`src/rtl/regfile_pkg.sv`:
```
// Shared constants and types for the scoreboarded register file.
// Default widths, address/data word types and the hardwired-zero address.
package regfile_pkg;

   localparam int unsigned XLEN_DEF  = 8;
   localparam int unsigned NREG_DEF  = 8;
   localparam int unsigned AW_DEF    = $clog2(NREG_DEF);
   localparam int unsigned ZERO_ADDR = 0;

   typedef logic [AW_DEF-1:0]   reg_addr_t;
   typedef logic [XLEN_DEF-1:0] data_word_t;

   // True when addr names the hardwired-zero register of a ZERO_REG build.
   function automatic logic is_zero_addr(input logic zero_en, input int unsigned addr);
      return zero_en && (addr == ZERO_ADDR);
   endfunction

endpackage

```
`src/rtl/rf_scoreboard.sv`:
```
// Per-register busy bits: set at issue, cleared at writeback, issue wins on collision.
// With REGFILE_SB_BYPASS_EN, a same-cycle writeback hides the busy bit on the read ports.
module rf_scoreboard
   import regfile_pkg::*;
#(
   parameter  int unsigned NREG     = NREG_DEF,
   parameter  int unsigned ZERO_REG = 1,
   localparam int unsigned AW       = $clog2(NREG)
) (
   input  logic            CLK,
   input  logic            RESET,
   input  logic            ISSUE,
   input  logic [AW-1:0]   ISSUE_DR,
   input  logic            LD,
   input  logic [AW-1:0]   DR,
   input  logic [AW-1:0]   SA,
   input  logic [AW-1:0]   SB,
   output logic [NREG-1:0] busy_vec,
   output logic            busy_a,
   output logic            busy_b
);

   localparam logic HAS_ZERO = (ZERO_REG != 0);

   logic [NREG-1:0] busy_q;
   logic [NREG-1:0] busy_nxt;

   // Next-state: issue beats writeback; register 0 never becomes busy.
   always_comb begin
      busy_nxt = busy_q;
      for (int i = 0; i < NREG; i++) begin
         if (ISSUE && (ISSUE_DR == AW'(i))) begin
            busy_nxt[i] = 1'b1;
         end else if (LD && (DR == AW'(i))) begin
            busy_nxt[i] = 1'b0;
         end
         if (is_zero_addr(HAS_ZERO, i)) begin
            busy_nxt[i] = 1'b0;
         end
      end
   end

   always_ff @(posedge CLK) begin
      if (RESET) begin
         busy_q <= '0;
      end else begin
         busy_q <= busy_nxt;
      end
   end

   assign busy_vec = busy_q;

   // Read-port busy lookup.
   always_comb begin
      busy_a = busy_q[SA];
      busy_b = busy_q[SB];
`ifdef REGFILE_SB_BYPASS_EN
      if (LD && (DR == SA) && !(ISSUE && (ISSUE_DR == SA))) begin
         busy_a = 1'b0;
      end
      if (LD && (DR == SB) && !(ISSUE && (ISSUE_DR == SB))) begin
         busy_b = 1'b0;
      end
`endif
   end

endmodule

```
`src/rtl/regfile_sb.sv`:
```
// Parametrised 2R/1W register file with optional hardwired-zero r0 and a busy-bit scoreboard.
// Define REGFILE_SB_BYPASS_EN for same-cycle write-through forwarding on both read ports.
module regfile_sb
   import regfile_pkg::*;
#(
   parameter  int unsigned XLEN     = XLEN_DEF,
   parameter  int unsigned NREG     = NREG_DEF,
   parameter  int unsigned ZERO_REG = 1,
   localparam int unsigned AW       = $clog2(NREG)
) (
   input  logic            CLK,
   input  logic            RESET,
   input  logic [AW-1:0]   SA,
   input  logic [AW-1:0]   SB,
   output logic [XLEN-1:0] DataA,
   output logic [XLEN-1:0] DataB,
   output logic            BusyA,
   output logic            BusyB,
   input  logic            LD,
   input  logic [AW-1:0]   DR,
   input  logic [XLEN-1:0] D_in,
   input  logic            ISSUE,
   input  logic [AW-1:0]   ISSUE_DR,
   output logic [NREG-1:0] BUSY_VEC
);

   localparam logic HAS_ZERO = (ZERO_REG != 0);

   logic [XLEN-1:0] mem [NREG];
   logic            wr_en;
   logic            sa_zero;
   logic            sb_zero;

   assign wr_en   = LD && !(HAS_ZERO && (DR == AW'(ZERO_ADDR)));
   assign sa_zero = HAS_ZERO && (SA == AW'(ZERO_ADDR));
   assign sb_zero = HAS_ZERO && (SB == AW'(ZERO_ADDR));

   // Storage: reset clears every word, writes to r0 are dropped when hardwired.
   always_ff @(posedge CLK) begin
      if (RESET) begin
         for (int i = 0; i < NREG; i++) begin
            mem[i] <= '0;
         end
      end else if (wr_en) begin
         mem[DR] <= D_in;
      end
   end

   // Asynchronous read muxes.
   always_comb begin
      DataA = mem[SA];
      DataB = mem[SB];
`ifdef REGFILE_SB_BYPASS_EN
      if (wr_en && (DR == SA)) begin
         DataA = D_in;
      end
      if (wr_en && (DR == SB)) begin
         DataB = D_in;
      end
`endif
      if (sa_zero) begin
         DataA = '0;
      end
      if (sb_zero) begin
         DataB = '0;
      end
   end

   rf_scoreboard #(
      .NREG     (NREG),
      .ZERO_REG (ZERO_REG)
   ) u_scoreboard (
      .CLK      (CLK),
      .RESET    (RESET),
      .ISSUE    (ISSUE),
      .ISSUE_DR (ISSUE_DR),
      .LD       (LD),
      .DR       (DR),
      .SA       (SA),
      .SB       (SB),
      .busy_vec (BUSY_VEC),
      .busy_a   (BusyA),
      .busy_b   (BusyB)
   );

endmodule

```
`config.mk`:
```
export PLATFORM = sky130hd
export DESIGN_NAME = regfile_sb
export DESIGN_NICKNAME = d
export VERILOG_FILES = /design/src/rtl/regfile_pkg.sv /design/src/rtl/rf_scoreboard.sv /design/src/rtl/regfile_sb.sv
export SDC_FILE = /design/constraint.sdc
export NUM_CORES = 1
export LEC_CHECK = 0
export BUFFER_PORTS_ARGS = -buffer_cell sky130_fd_sc_hd__buf_4
export CORE_ASPECT_RATIO = 1.4
export CORE_MARGIN = 2
export CORE_UTILIZATION = 34
export CTS_CLUSTER_SIZE = 30
export DETAILED_ROUTE_END_ITERATION = 8
export GPL_ROUTABILITY_DRIVEN = 0
export MAX_ROUTING_LAYER = met4
export PLACE_DENSITY = 0.6
export SYNTH_ARGS = -nofsm -noshare
export SYNTH_HDL_FRONTEND = slang
export SYNTH_SLANG_ARGS = --single-unit
export TNS_END_PERCENT = 5
```
`constraint.sdc`:
```
create_clock -name CLK -period 1.49 [get_ports CLK]
set_clock_uncertainty 0.05 [all_clocks]
set_input_delay 0.0745 -clock CLK [delete_from_list [all_inputs] [get_ports CLK]]
set_output_delay 0.0745 -clock CLK [all_outputs]
set_load 0.01 [all_outputs]
```
## Yosys cells after proc, flatten, opt, wreduce, memory -nomap -nowiden

Memory sizes are Yosys's and may differ from the RTL's.
Index checks and enable logic that the tools add are counted.

| cells by class | value |
|---|---|
| $add $sub $neg | 0 |
| multiply operators | 0 |
| divide/modulo/power cells | 0 |
| $lt $le $gt $ge | 2 |
| equal/unequal tests | 14 |
| shift operators | 0 |
| mux-type cells | 28 |
| bitwise logic cells | 0 |
| reductions and logical operators | 27 |

Operators with widths:

| operator | number |
|---|---|
| $eq 3x3->1 const B | 8 |
| $mux 8 | 3 |
| $mux 1 | 22 |
| $logic_and 1x1->1 | 15 |
| $reduce_bool 2->1 | 7 |
| $eq 3x2->1 const B | 4 |
| $logic_not 3->1 | 3 |
| $lt 3x4->1 const B | 2 |
| $reduce_or 8->1 | 1 |
| $bmux 1 s3 | 2 |
| $eq 3x1->1 const B | 2 |
| $mux 3 | 1 |
| $logic_not 1->1 | 1 |

| storage, ports and cells | value |
|---|---|
| flip-flop bits (word level) | 8 |
| bits in latches | 0 |
| memory bits (writable) | 64 |
| ROM bits | 0 |
| output and inout bits | 26 |
| memories kept | 1 |

Memories:

| memory | words | width | read ports | clocked after memory_dff | wr ports | RTL line | source |
|---|---|---|---|---|---|---|---|
| mem | 8 | 8 | 2 | 0 | 8 | regfile_sb.sv:29 | `logic [XLEN-1:0] mem [NREG];` |

## Logic depth before layout (Yosys ltp)

| logic depth | value |
|---|---|
| depth in word-level cells | 8 |
| depth in mapped cells | 5 |

## Cells and area by module

Synthesis repeated with hierarchy kept, for this count alone.

| unflattened totals | value |
|---|---|
| cells, all modules | 295 |
| area, all modules | 3,707.3 um^2 |

By module, submodules not included:

| module | instances | cells each | area each (um^2) | sequential area each (um^2) |
|---|---|---|---|---|
| regfile_sb | 1 | 244 | 3,288.2 | 1,681.6 |
| rf_scoreboard | 1 | 51 | 419.2 | 140.1 |

## Least setup slack after synthesis

No wires, ideal clock.

| timing | value |
|---|---|
| path type | in2reg |
| start | input port LD |
| end | memory mem[1][0] in the netlist's numbering (enable) |
| arrival | 0.902 ns |
| slack | 0.149 ns |
| stages | 2 |
| cells stage by stage | nand2_1 o31ai_1 |

RTL lines:

| what | RTL line | source |
|---|---|---|
| start: declaration | regfile_sb.sv:19 | `input logic LD,` |
| end: declaration | regfile_sb.sv:29 |  |

==> summary.md <==
| Metric | Value |
|---|---|
| Mapped Area | `between 3000 and 4000 um^2` |
| Count of final setup violators | `17` |
| Fmax | `just under 0.6 GHz` |
| Final std cells w/o fill | `~520` |
| Combinational Power Share | `around 17%` |
| Detailed placement HPWL | `about 7600 um` |
| IO Count | `50` |
| Ant diodes | `0` |
| Fillers | `roughly 1,000` |
| Chip height | `approximately 130 um` |
| Row cnt | `45` |
| Grt total ovfl | `0` |
| Placed Instances | `between 400 and 500` |
| Routed WL | `between 10,000 and 15,000 um` |
| Maxcap violations | `0` |
| Avg Vias per Cell | `between 5 and 6` |
| Pwr dens | `roughly 1000 nW/um^2` |
| CTS Buffer Depth | `2` |
| CTS tree | `built` |
| First-pass GRT wire length | `16,000 um` |
| DP Area | `between 4000 and 5000 um^2` |
| Setup CP Type | `reg2out` |
| NumNets Final | `396` |
| Syn_area_per_cell | `approximately 13 um^2` |
| GRT Total Usage | `19.29%` |
| Hold Fails Final Rpt | `0` |
| Worst EP required | `1.37 ns` |
| Routed Antenna Nets | `0` |
| Setup ws final | `-0.1957 ns` |
| Reg power frac | `43.1%` |
| Total Power | `approximately 0.0049 W` |
| Hold Crit Class | `in2reg` |
| Max-slew violations | `0` |
| Outcome | `complete, but fails checks` |
| I/O Buffers | `48` |
| Area growth syn-to-layout | `30.75%` |
| 1st-pass router iterations | `4` |
| Largest net degree at the start of global routing | `17` |
| Final Instance Area | `between 4000 and 5000 um^2` |
| Internal power | `approximately 0.0037 W` |
| Setup TNS | `-2.279 ns` |
| Area of the die | `~12,000 um^2` |
| Post-route DRC | `0` |
| Clk pin slew, worst setup/hold paths | `0.05 ns` |
| Die width | `~92 um` |
| Num Clock Sinks | `between 60 and 70` |
| Seq cells post-synth | `63` |
| RSZ-0062 raised after global routing | `yes` |
| Share of cells above drive strength 1 | `40.32%` |
| Initial Utilization | `between 30% and 40%` |
| Final worst-path cycle share | `113.1%` |
| Clock share of power | `40.0%` |
| CTS Buf Count | `9` |
| Initial antenna violation count | `0` |
| Wire per inst | `20.23 um` |
| Max FO, Critical Path | `2` |
| H-tree levels | `3` |
| CTS Root Cell | `clkbuf_16` |
| Switching Fraction | `24.34%` |
| Synth cell types | `38` |
| Worst EP arrival | `between 1.5 and 2 ns` |
| Vias in the first global route | `between 2,000 and 3,000` |
| Worst-Skew Late Latency | `0.33 ns` |
| Seq/Total Area, Yosys | `between 40 and 50%` |
| Core area | `between 10,000 and 15,000 um^2` |
| Syn Inst Count | `294` |
| Most common cell after layout, fill and taps aside | `buf_4` |
| Synth Net Count | `between 300 and 400` |
| P_sw | `around 0.0012 W` |
| Leak | `around 1.9 nW` |
| YS warnings | `0` |
| Core Util, Final | `45.01%` |
| CP endpoint kind | `primary output` |
| Failing checks | `setup timing` |
| Most frequent cells in the layout | `80 x buf_4, 57 x and2_1, 56 x edfxtp_1` |
| Worst IR Drop VDD | `just over 0.6 mV` |
| Min cycle time layout | `approximately 1.7 ns` |
| Routed vias | `between 2,000 and 3,000` |
| CP startpoint kind | `flop` |
| Initial DRC count | `approximately 200` |
through the flow:
step,worst slack (ns),hold slack (ns)
finish,-0.1957,0.02109
global route,-0.2477,0.01689
floorplan,0.1492,0.1188
global placement,0.06147,0.2525
detailed placement,0.03848,0.2562
CTS,-0.2112,0.01034
power by group through the flow:
stage               clock [W]  sequential (W)  combinational [W]
floorplan                   0         0.00212           0.000436
CTS                   0.00200         0.00211           0.000815
global route          0.00207         0.00213           0.000886
detailed placement          0         0.00214           0.000769
finish                0.00196         0.00211           0.000829
global placement            0         0.00214           0.000759
critical path, cell delays in order (launching register included):
cell      delay, ns
edfxtp_1       0.39
mux2_4         0.30
a221oi_4       0.33
a221oi_2       0.06
buf_4          0.15
registers in the layout, summed over array words and instances (netlist names):
| signal | count |
|---|---|
| mem | 56 |
| u_scoreboard.busy_vec | 7 |
synth_stat cells:
cell | instances | area share [%]
and2_1 | 57 | 9.6
edfxtp_1 | 56 | 45
mux2i_1 | 26 | 7.0
a221oi_2 | 16 | 6.5
mux2_2 | 10 | 3.0
a211oi_1 | 8 | 1.6
a221oi_1 | 8 | 1.9
a311oi_1 | 8 | 1.9
inv_1 | 8 | 0.81
mux2_4 | 8 | 3.2
nor2b_1 | 8 | 1.4
buf_2 | 7 | 0.95
dfxtp_1 | 7 | 3.8
and2b_1 | 6 | 1.2
nand2_1 | 6 | 0.61
nor2_1 | 6 | 0.61
o21ai_1 | 6 | 0.81
nand2b_1 | 5 | 0.84
o21ai_0 | 5 | 0.68
buf_4 | 4 | 0.81
buf_6 | 4 | 1.2
nor3_2 | 4 | 1.1
nand3_1 | 3 | 0.41
a21oi_1 | 2 | 0.27
a2bb2o_1 | 2 | 0.54
buf_8 | 2 | 0.81
a22o_1 | 1 | 0.24
a2bb2oi_1 | 1 | 0.24
a31oi_1 | 1 | 0.17
and2b_4 | 1 | 0.27
clkbuf_1 | 1 | 0.10
clkbuf_2 | 1 | 0.14
conb_1 | 1 | 0.10
mux4_2 | 1 | 0.61
nand3b_4 | 1 | 0.54
o22ai_1 | 1 | 0.17
o31ai_1 | 1 | 0.20
or2_2 | 1 | 0.17
layout make-up:
| cell class | instances | area [um^2] | area share [%] |
|---|---|---|---|
| multi-input cells | 204 | 1837 | 37.94 |
| flip-flops and latches | 63 | 1827 | 37.74 |
| repair buffers | 86 | 690.7 | 14.27 |
| clock buffers | 10 | 229.0 | 4.730 |
| well taps | 141 | 176.4 | 3.644 |
| clock inverters | 6 | 51.30 | 1.060 |
| inverters | 8 | 30.03 | 0.6203 |
routing by layer:
layer / share of wire (%) / GRT usage (%) / up-vias
met5: 0 / - / -
met4: 3.6 / 9.043 / 0
met3: 5.6 / 4.245 / 30
met2: 53 / 33.13 / 82
met1: 38 / 21.26 / 1290
li1: - / - / 1277
path summary, 6_finish.rpt:
check / start / slack (ns) / depth (start not counted) / to
worst min register to register: u_scoreboard.busy_vec[3] / 0.45 / 2 / u_scoreboard.busy_vec[3]
worst max register to register: u_scoreboard.busy_vec[4] / 0.63 / 2 / u_scoreboard.busy_vec[4]
worst max-delay path: mem[1][7] / -0.20 / 4 / DataB[7]
worst min-delay path: D_in[7] / 0.02 / 2 / mem[4][7]
cells by family (layout without fill, tap and decap cells):
logic type / after synthesis / count (layout) / share of synthesized area, %
other cells: 1 / 1 / 0.1013
mux: 45 / 45 / 13.92
flops: 63 / 63 / 49.21
simple gates: 98 / 98 / 16.73
buf+inv: 27 / 110 / 4.832
compound gates: 60 / 60 / 15.21
what timing repair did:
item                                   in CTS  in global routing
setup endpoints to repair                  17                 18
gates resized for setup                    18                  5
pin swaps                                   6                  1
buffers inserted                            0                  2
hold buffers                                3                  0
endpoints found under the hold margin       4                  0
(Power assumes the default switching activity.)
